**src/rtl/sram_arb.sv**
```systemverilog
// Single-port SRAM arbiter: CPU/loader port A versus read-burst DMA port B.
// Optional B-wait statistics counter enabled by defining SRAM_ARB_STAT_EN.
module sram_arb #(
    parameter int unsigned AW         = 19,
    parameter int unsigned STARVE_LIM = 8
) (
    input  logic          FCLK,
    input  logic          RST_OX,
    input  logic          A_REQ,
    input  logic          A_WE,
    input  logic [AW-1:0] A_ADDR,
    input  logic [7:0]    A_WDATA,
    output logic          A_GNT,
    output logic          A_RVALID,
    output logic [7:0]    A_RDATA,
    input  logic          B_REQ,
    input  logic [AW-1:0] B_ADDR,
    input  logic [7:0]    B_LEN,
    output logic          B_RVALID,
    output logic [7:0]    B_RDATA,
    output logic          B_DONE,
    output logic [AW-1:0] SRAM_A,
    output logic          SRAM_OE_X,
    output logic [7:0]    SRAM_DOUT,
`ifdef SRAM_ARB_STAT_EN
    output logic [15:0]   STAT_BWAIT,
`endif
    input  logic [7:0]    SRAM_DIN
);

    localparam logic [0:0] StIdle  = 1'b0;
    localparam logic [0:0] StBurst = 1'b1;

    logic [0:0]    state_q;
    logic [AW-1:0] bptr_q;
    logic [7:0]    bcnt_q;
    logic [7:0]    starve_q;
    logic          last_b_q;
    logic          p_a_rd_q;
    logic          p_b_q;
    logic          p_b_last_q;

    logic          b_hold;
    logic          b_pending;
    logic          b_slot;
    logic          b_last;
    logic          a_gnt;
    logic          drop;
    logic [AW-1:0] b_addr;

    // A finished burst keeps B_REQ high until the requester has seen B_DONE;
    // hold off a new burst start until then.
    always_comb begin
        b_hold    = p_b_q | B_DONE;
        b_pending = B_REQ & ~b_hold;
        b_slot    = 1'b0;
        b_last    = 1'b0;
        b_addr    = bptr_q;
        a_gnt     = 1'b0;
        drop      = 1'b0;
        if (RST_OX) begin
            if (state_q == StIdle) begin
                b_slot = b_pending & (~A_REQ | (starve_q == 8'(STARVE_LIM)));
                b_addr = B_ADDR;
                b_last = (B_LEN == 8'd0);
            end else begin
                b_slot = B_REQ & ~(A_REQ & last_b_q);
                b_last = (bcnt_q == 8'd0);
                drop   = ~B_REQ;
            end
            a_gnt = A_REQ & ~b_slot;
        end
    end

    assign A_GNT = a_gnt;

    always_ff @(posedge FCLK or negedge RST_OX) begin
        if (!RST_OX) begin
            state_q    <= StIdle;
            bptr_q     <= '0;
            bcnt_q     <= 8'd0;
            starve_q   <= 8'd0;
            last_b_q   <= 1'b0;
            p_a_rd_q   <= 1'b0;
            p_b_q      <= 1'b0;
            p_b_last_q <= 1'b0;
            SRAM_A     <= '0;
            SRAM_OE_X  <= 1'b0;
            SRAM_DOUT  <= 8'd0;
            A_RVALID   <= 1'b0;
            A_RDATA    <= 8'd0;
            B_RVALID   <= 1'b0;
            B_RDATA    <= 8'd0;
            B_DONE     <= 1'b0;
        end else begin
            // The arbitration win in IDLE is itself the first burst slot.
            if (b_slot) begin
                bptr_q  <= b_addr + 1'b1;
                bcnt_q  <= (state_q == StIdle) ? (B_LEN - 8'd1) : (bcnt_q - 8'd1);
                state_q <= b_last ? StIdle : StBurst;
            end else if (drop) begin
                state_q <= StIdle;
            end

            if (b_slot) begin
                starve_q <= 8'd0;
            end else if (a_gnt && state_q == StIdle && b_pending &&
                         starve_q != 8'(STARVE_LIM)) begin
                starve_q <= starve_q + 8'd1;
            end

            if (b_slot) begin
                last_b_q <= 1'b1;
            end else if (a_gnt) begin
                last_b_q <= 1'b0;
            end

            if (a_gnt) begin
                SRAM_A    <= A_ADDR;
                SRAM_DOUT <= A_WDATA;
            end else if (b_slot) begin
                SRAM_A <= b_addr;
            end
            SRAM_OE_X <= a_gnt & A_WE;

            p_a_rd_q   <= a_gnt & ~A_WE;
            p_b_q      <= b_slot;
            p_b_last_q <= b_slot & b_last;

            A_RVALID <= p_a_rd_q;
            if (p_a_rd_q) begin
                A_RDATA <= SRAM_DIN;
            end
            B_RVALID <= p_b_q;
            if (p_b_q) begin
                B_RDATA <= SRAM_DIN;
            end
            // On an early drop, DONE rides with the byte still in flight, or alone.
            B_DONE <= p_b_last_q | drop;
        end
    end

`ifdef SRAM_ARB_STAT_EN
    logic b_want;

    always_comb begin
        b_want = (state_q == StBurst) ? B_REQ : b_pending;
    end

    always_ff @(posedge FCLK or negedge RST_OX) begin
        if (!RST_OX) begin
            STAT_BWAIT <= 16'd0;
        end else if (B_DONE) begin
            STAT_BWAIT <= 16'd0;
        end else if (b_want && !b_slot && STAT_BWAIT != 16'hFFFF) begin
            STAT_BWAIT <= STAT_BWAIT + 16'd1;
        end
    end
`endif

endmodule
```
**config.mk**
```make
export PLATFORM = sky130hd
export DESIGN_NAME = sram_arb
export DESIGN_NICKNAME = d
export VERILOG_FILES = /design/src/rtl/sram_arb.sv
export SDC_FILE = /design/constraint.sdc
export NUM_CORES = 1
export LEC_CHECK = 0
export ABC_AREA = 1
export BUFFER_PORTS_ARGS = -buffer_cell sky130_fd_sc_hd__buf_2
export CAP_MARGIN = 15
export CORE_UTILIZATION = 25
export DETAILED_ROUTE_END_ITERATION = 10
export HOLD_SLACK_MARGIN = 0.15
export MAX_ROUTING_LAYER = met4
export PLACE_DENSITY = 0.53
export SYNTH_ARGS = -nofsm -noshare
export SYNTH_HDL_FRONTEND = slang
export SYNTH_SLANG_ARGS = --single-unit
```
**constraint.sdc**
```tcl
create_clock -name FCLK -period 3.3 [get_ports FCLK]
set_input_delay 0.165 -clock FCLK [delete_from_list [all_inputs] [get_ports FCLK]]
set_output_delay 0.165 -clock FCLK [all_outputs]
set_load 0.1 [all_outputs]
```
==> results_dict.tcl, run 1 <==
set metrics [dict create \
    outcome "complete, but fails checks" \
    violations "DRC" \
    crit_end "A_GNT" \
    htreeDepth 3 \
    fin_crit_ns 2.72 \
    ctsHoldBuffers 38 \
    fp.dieH_um 138 \
    cts_tree "done" \
    area_growth_pct 30.7 \
    max_slew.worst_pin.slew_ns 0.780 \
    grt_start_max_net_pins 61 \
    drt.antenna.violating_nets 0 \
    reg2reg_from "state_q" \
    core_area_sq_um 18100 \
    path_clk_slew_ns 0.07 \
    antenna_found_initial 1 \
    yosysWarnings 0 \
    drv_slew 0 \
    timing.slew.headroom 0.480 \
    fin_skew_ns 0.00800 \
    wire_per_inst_um 13.5 \
    place_congestion 0.801 \
    critPathMaxFanout 60 \
    clock.fmax_ghz 0.368 \
    power_leakage_nw 3.01 \
    grt-ovfl-total 0 \
    reg2reg_depth 13 \
    initial_core_util 0.256 \
    dp_hpwl_um 9000 \
    dieArea_sq_um 19100 \
    synth_area_leader_cell "dfrtp_1" \
    yosys_register_bits 87 \
    synth_area_sq_um 4630 \
    ys_types 37 \
    worstSetupStartpoint "RST_OX" \
    max-clock-path-buffers 2 \
    fin_crit_sh 0.824 \
    r2r_end "bptr_q[18]" \
    maxCapViolCount 0 \
    cts_buffers 9 \
    track_usage 0.145 \
    grt_first_pass_wirelength_um 21100 \
    io_buffers 114 \
    die_w_um 138 \
    synth_area_leaders "dfrtp_1 (47%), nand2_1 (14%), nand3_1 (6.4%), mux2_2 (3.9%), inv_1 (3.6%)" \
    p_per_area_nw_per_um2 1080 \
    vias 4107 \
    avgSynthCellArea_sq_um 8.20 \
    avgViaCountPerCell 4.36 \
    drc 20 \
    fin_util 0.335 \
    cts_sinks 87 \
    ys_seq_area_frac 0.470 \
    hp-class "in -> async" \
    drt-initial-drc-count 289 \
    start_kind "input pin" \
    endpoint_kind "output port" \
    layout.nets 779 \
    vdd_drop_max_v 0.000309 \
    post-cts-setup-buffers 0 \
    clock_latency_ns 0.35 \
    post_cts_resized 0 \
    crit_required_ns 3.13 \
    r2r_slack_ns 0.73 \
    hold_viol 0 \
    num_rows 49 \
    synthesis.nets 636 \
    totalWireLength_um 12700 \
    cts_root_buf "clkbuf_16" \
    syn_inst 565 \
    grt_pass1_vias 3986 \
    fin_setup_tns_ns 0 \
    crit_type "in -> out" \
    arrival_ns 2.56 \
    io_pins 115 \
    drt_first_pass_iters 8 \
    drive_gt1_frac 0.272 \
    rsz0062_at_grt "no" \
    setup_viol 0 \
    synth_top_cell_area_share 0.470 \
]
## stage by stage
stage | hold WS [ns] | worst slack [ns] | area [sq um] | power (mW) | std cells
global route | 0.216 | 0.271 | 6060 | 6.97 | 943
global placement | 0.0313 | 0.814 | 5360 | 5.44 | 888
CTS | 0.209 | 0.463 | 6050 | 6.60 | 942
finish | 0.213 | 0.580 | 6060 | 6.55 | 943
detailed placement | 0.0301 | 0.704 | 5360 | 5.46 | 888
floorplan | -0.131 | 1.09 | 4630 | 4.85 | 565
## final cells by class
| type | instances | area (sq um) |
|---|---|---|
| well taps | 229 | 287 |
| flip-flops and latches | 87 | 2180 |
| repair buffers | 157 | 1010 |
| multi-input cells | 399 | 2070 |
| clock inverters | 7 | 88.8 |
| fillers | 1872 | 12000 |
| inverters | 54 | 203 |
| diodes | 1 | 2.50 |
| clock buffers | 9 | 225 |
## state kept, by name, summed over array words and instances, names as in the netlist, 8 cells and up
register / cells
A_RDATA: 8
B_RDATA: 8
SRAM_A: 19
SRAM_DOUT: 8
bcnt_q: 8
bptr_q: 19
starve_q: 8
## power breakdown
part | leakage (nW) | total (mW) | switching [mW] | internal, mW
Clock | 0.155 | 1.09 | 0.481 | 0.604
Combinational | 1.77 | 3.71 | 2.94 | 0.779
Sequential | 1.09 | 1.75 | 0.252 | 1.50
Total | 3.01 | 6.55 | 3.67 | 2.88
## routing by layer
| metal | wire [um] | vias up | track usage |
|---|---|---|---|
| met4 | 225 | 0 | 0.0503 |
| met3 | 776 | 15 | 0.0398 |
| met1 | 6300 | 1862 | 0.198 |
| met5 | 0 | - | - |
| li1 | - | 2114 | - |
| met2 | 5400 | 116 | 0.203 |
## critical path, stage by stage
cell and delay, ns:
dlygate4sd3_1 0.53, buf_4 0.22, buf_4 0.66, nand3_1 0.22
inv_2 0.47, buf_12 0.25
## cells in the mapped netlist, drive strengths merged
master  instances
inv            54
clkbuf          1
xnor2           1
dfrtp          87
buf            24
nand2         185
nand3          61
nor2           39
nor3            7
nor3b           1
nand3b          7
mux2           16
ha              4
a21oi           6
o21a            1
and2            1
xor2            9
a22oi           1
a31oi           1
o211ai         10
o21ai          36
nand4           9
or2             4
## how the worst min path moves through the flow
stage / depth (start not counted) / to / startpoint
6_report: 2 / bcnt_q[3] / RST_OX
5_1_grt: 2 / starve_q[6] / RST_OX
4_1_cts: 2 / bcnt_q[3] / RST_OX
3_5_place_dp: 1 / bcnt_q[5] / RST_OX
3_3_place_gp: 1 / bcnt_q[5] / RST_OX
2_1_floorplan: 0 / A_RDATA[0] / RST_OX
## cell usage in the layout (no fill, tap or decap), drive strengths merged
cell type and n:
o21ai 36, bufinv 1, clkbuf 9, nand3 61, nand4 9, xor2 9, o211ai 10, ha 4
dfrtp 87, xnor2 1, nor3 7, nor2 39, nand2 185, diode 1, a22oi 1, mux2 16
inv 57, buf 119, and2 1, dlygate4sd3 38, a31oi 1, or2 4, o21a 1, clkinv 3
a21oi 6, nor3b 1, nand3b 7
## cell families after synthesis
family                     share of synthesized area
xor gates and xnor gates                      0.0189
buffers and inverters                         0.0837
and+or+nand+nor                                0.311
DFF                                            0.470
muxes                                         0.0389
AOI/OAI and AO/OA                             0.0670
adders and majority gates                     0.0108
No activity file was read; power rests on OpenSTA's default activity.
==> run 2: changes to the inputs <==
==> constraint.sdc (replaced) <==
create_clock -name FCLK -period 2.7 [get_ports FCLK]
set_input_delay 0.135 -clock FCLK [delete_from_list [all_inputs] [get_ports FCLK]]
set_output_delay 0.135 -clock FCLK [all_outputs]
set_load 0.1 [all_outputs]
==> run 2 against run 1 <==
The run still ends with DRC left. Register-to-register slack worse by 0.22 ns. Final area is 0.43% higher. Worst setup slack worse by 0.14 ns. Combinational power is 24% higher. Critical path type is now in -> reg. Largest power group unchanged.
==> results_dict.tcl, run 2 (same netlist as run 1, synthesis figures left out) <==
set metrics [dict create \
    outcome "complete, but fails checks" \
    violations "DRC" \
    setup_viol 0 \
    layout_common_cells "nand2_1 (169), buf_2 (112), dfrtp_1 (87), nand3_1 (59), inv_1 (45)" \
    drt_first_pass_iters 8 \
    fin_skew_ns 0.0133 \
    totalWireLength_um 12500 \
    grt_start_max_net_pins 54 \
    htreeDepth 3 \
    area_growth_pct 31.3 \
    crit_type "in -> reg" \
    layout.nets 783 \
    io_buffers 114 \
    reg2reg_from "state_q" \
    max_slew.worst_pin.slew_ns 0.609 \
    fillers 1901 \
    grt-ovfl-total 0 \
    rsz0062_at_grt "no" \
    final_cells 947 \
    vias 4137 \
    avgViaCountPerCell 4.37 \
    fp.dieH_um 138 \
    start_kind "input pin" \
    arrival_ns 2.50 \
    cts_tree "done" \
    max-clock-path-buffers 2 \
    drv_slew 0 \
    hp-class "in -> reg" \
    grt_pass1_vias 4053 \
    maxCapViolCount 0 \
    cts_root_buf "clkbuf_16" \
    grt_first_pass_wirelength_um 20900 \
    drive_gt1_frac 0.276 \
    worstSetupStartpoint "RST_OX" \
    post_cts_resized 0 \
    final_area_sq_um 6080 \
    track_usage 0.143 \
    top_regs "SRAM_A x19, bptr_q x19" \
    cts_buffers 9 \
    place_congestion 0.782 \
    endpoint_kind "register" \
    fin_setup_tns_ns 0 \
    io_pins 115 \
    core_area_sq_um 18100 \
    die_w_um 138 \
    fin_crit_ns 2.26 \
    place_ws_ns 0.551 \
    initial_core_util 0.256 \
    final_common_cell "nand2_1" \
    clock_latency_ns 0.36 \
    hp-start "B_ADDR[1]" \
    vdd_drop_max_v 0.000374 \
    fin_ws_ns 0.444 \
    critPathMaxFanout 16 \
    clock.fmax_ghz 0.443 \
    dp_hpwl_um 9170 \
    path_clk_slew_ns 0.07 \
    cts_sinks 87 \
    hold_viol 0 \
    placedCellCount 892 \
    crit_required_ns 2.94 \
    drt-initial-drc-count 215 \
    timing.slew.headroom 0.594 \
    fin_crit_sh 0.835 \
    place_area_sq_um 5400 \
    drt.antenna.violating_nets 0 \
    wire_per_inst_um 13.2 \
    num_rows 49 \
    power_leakage_nw 3.02 \
    p_per_area_nw_per_um2 1310 \
    antenna_found_initial 1 \
    drc 22 \
    dieArea_sq_um 19100 \
]
==> run 2: repair_timing <==
action	CTS	global route
buffers inserted	0	0
hold buffers	38	0
setup endpoints to repair	0	0
endpoints found under the hold margin	86	0
==> run 2: path summary, 6_finish.rpt <==
kind	endpoint	depth (start not counted)	slack (ns)
min in group asynchronous	SRAM_DOUT[2]	2	0.22
worst max register to register	bptr_q[18]	13	0.51
worst max-delay path	bptr_q[18]	14	0.44
worst min register to register	B_DONE	2	0.43
max in group asynchronous	SRAM_A[8]	4	1.29
worst min-delay path	SRAM_A[1]	5	0.20
==> run 2: where the power goes <==
| group | leakage [nW] | internal (mW) | total [mW] | switching, mW |
|---|---|---|---|---|
| Combinational | 1.79 | 0.981 | 4.60 | 3.62 |
| Sequential | 1.09 | 1.83 | 2.11 | 0.282 |
| Clock | 0.143 | 0.653 | 1.24 | 0.587 |
==> run 2: critical path: stages <==
cell,delay (ns)
dlygate4sd3_1,0.53
buf_4,0.29
inv_2,0.06
nor2_2,0.34
nand2_1,0.12
nand2_2,0.12
ha_1,0.20
nand3_1,0.11
nor2_1,0.13
nand2_1,0.09
nor2_2,0.14
nand4_1,0.10
nand3_1,0.08
nand2_1,0.05
==> run 2: area by class of cell <==
class	instances	area, sq um	share of cell area
sequential	87	2180	0.358
multi-input combinational	399	2070	0.340
inverter	54	203	0.0333
clock buffer	9	225	0.0370
clock inverter	7	72.6	0.0119
tap	229	287	0.0471
antenna	1	2.50	0.000411
timing repair buffer	161	1050	0.172
==> run 2: metal layers <==
metal,global-route usage,wire length [um]
met1,0.190,6200
met2,0.216,5570
met3,0.0374,659
met4,0.0390,123
met5,-,0
==> run 2: through the flow <==
stage	hold slack, ns	total power, mW	util
after global placement	0.0516	6.69	0.299
after CTS	0.191	8.05	0.336
after floorplan	-0.161	5.92	-
final	0.203	7.96	0.336
after detailed placement	0.0445	6.72	0.299
after global routing	0.219	8.47	0.336
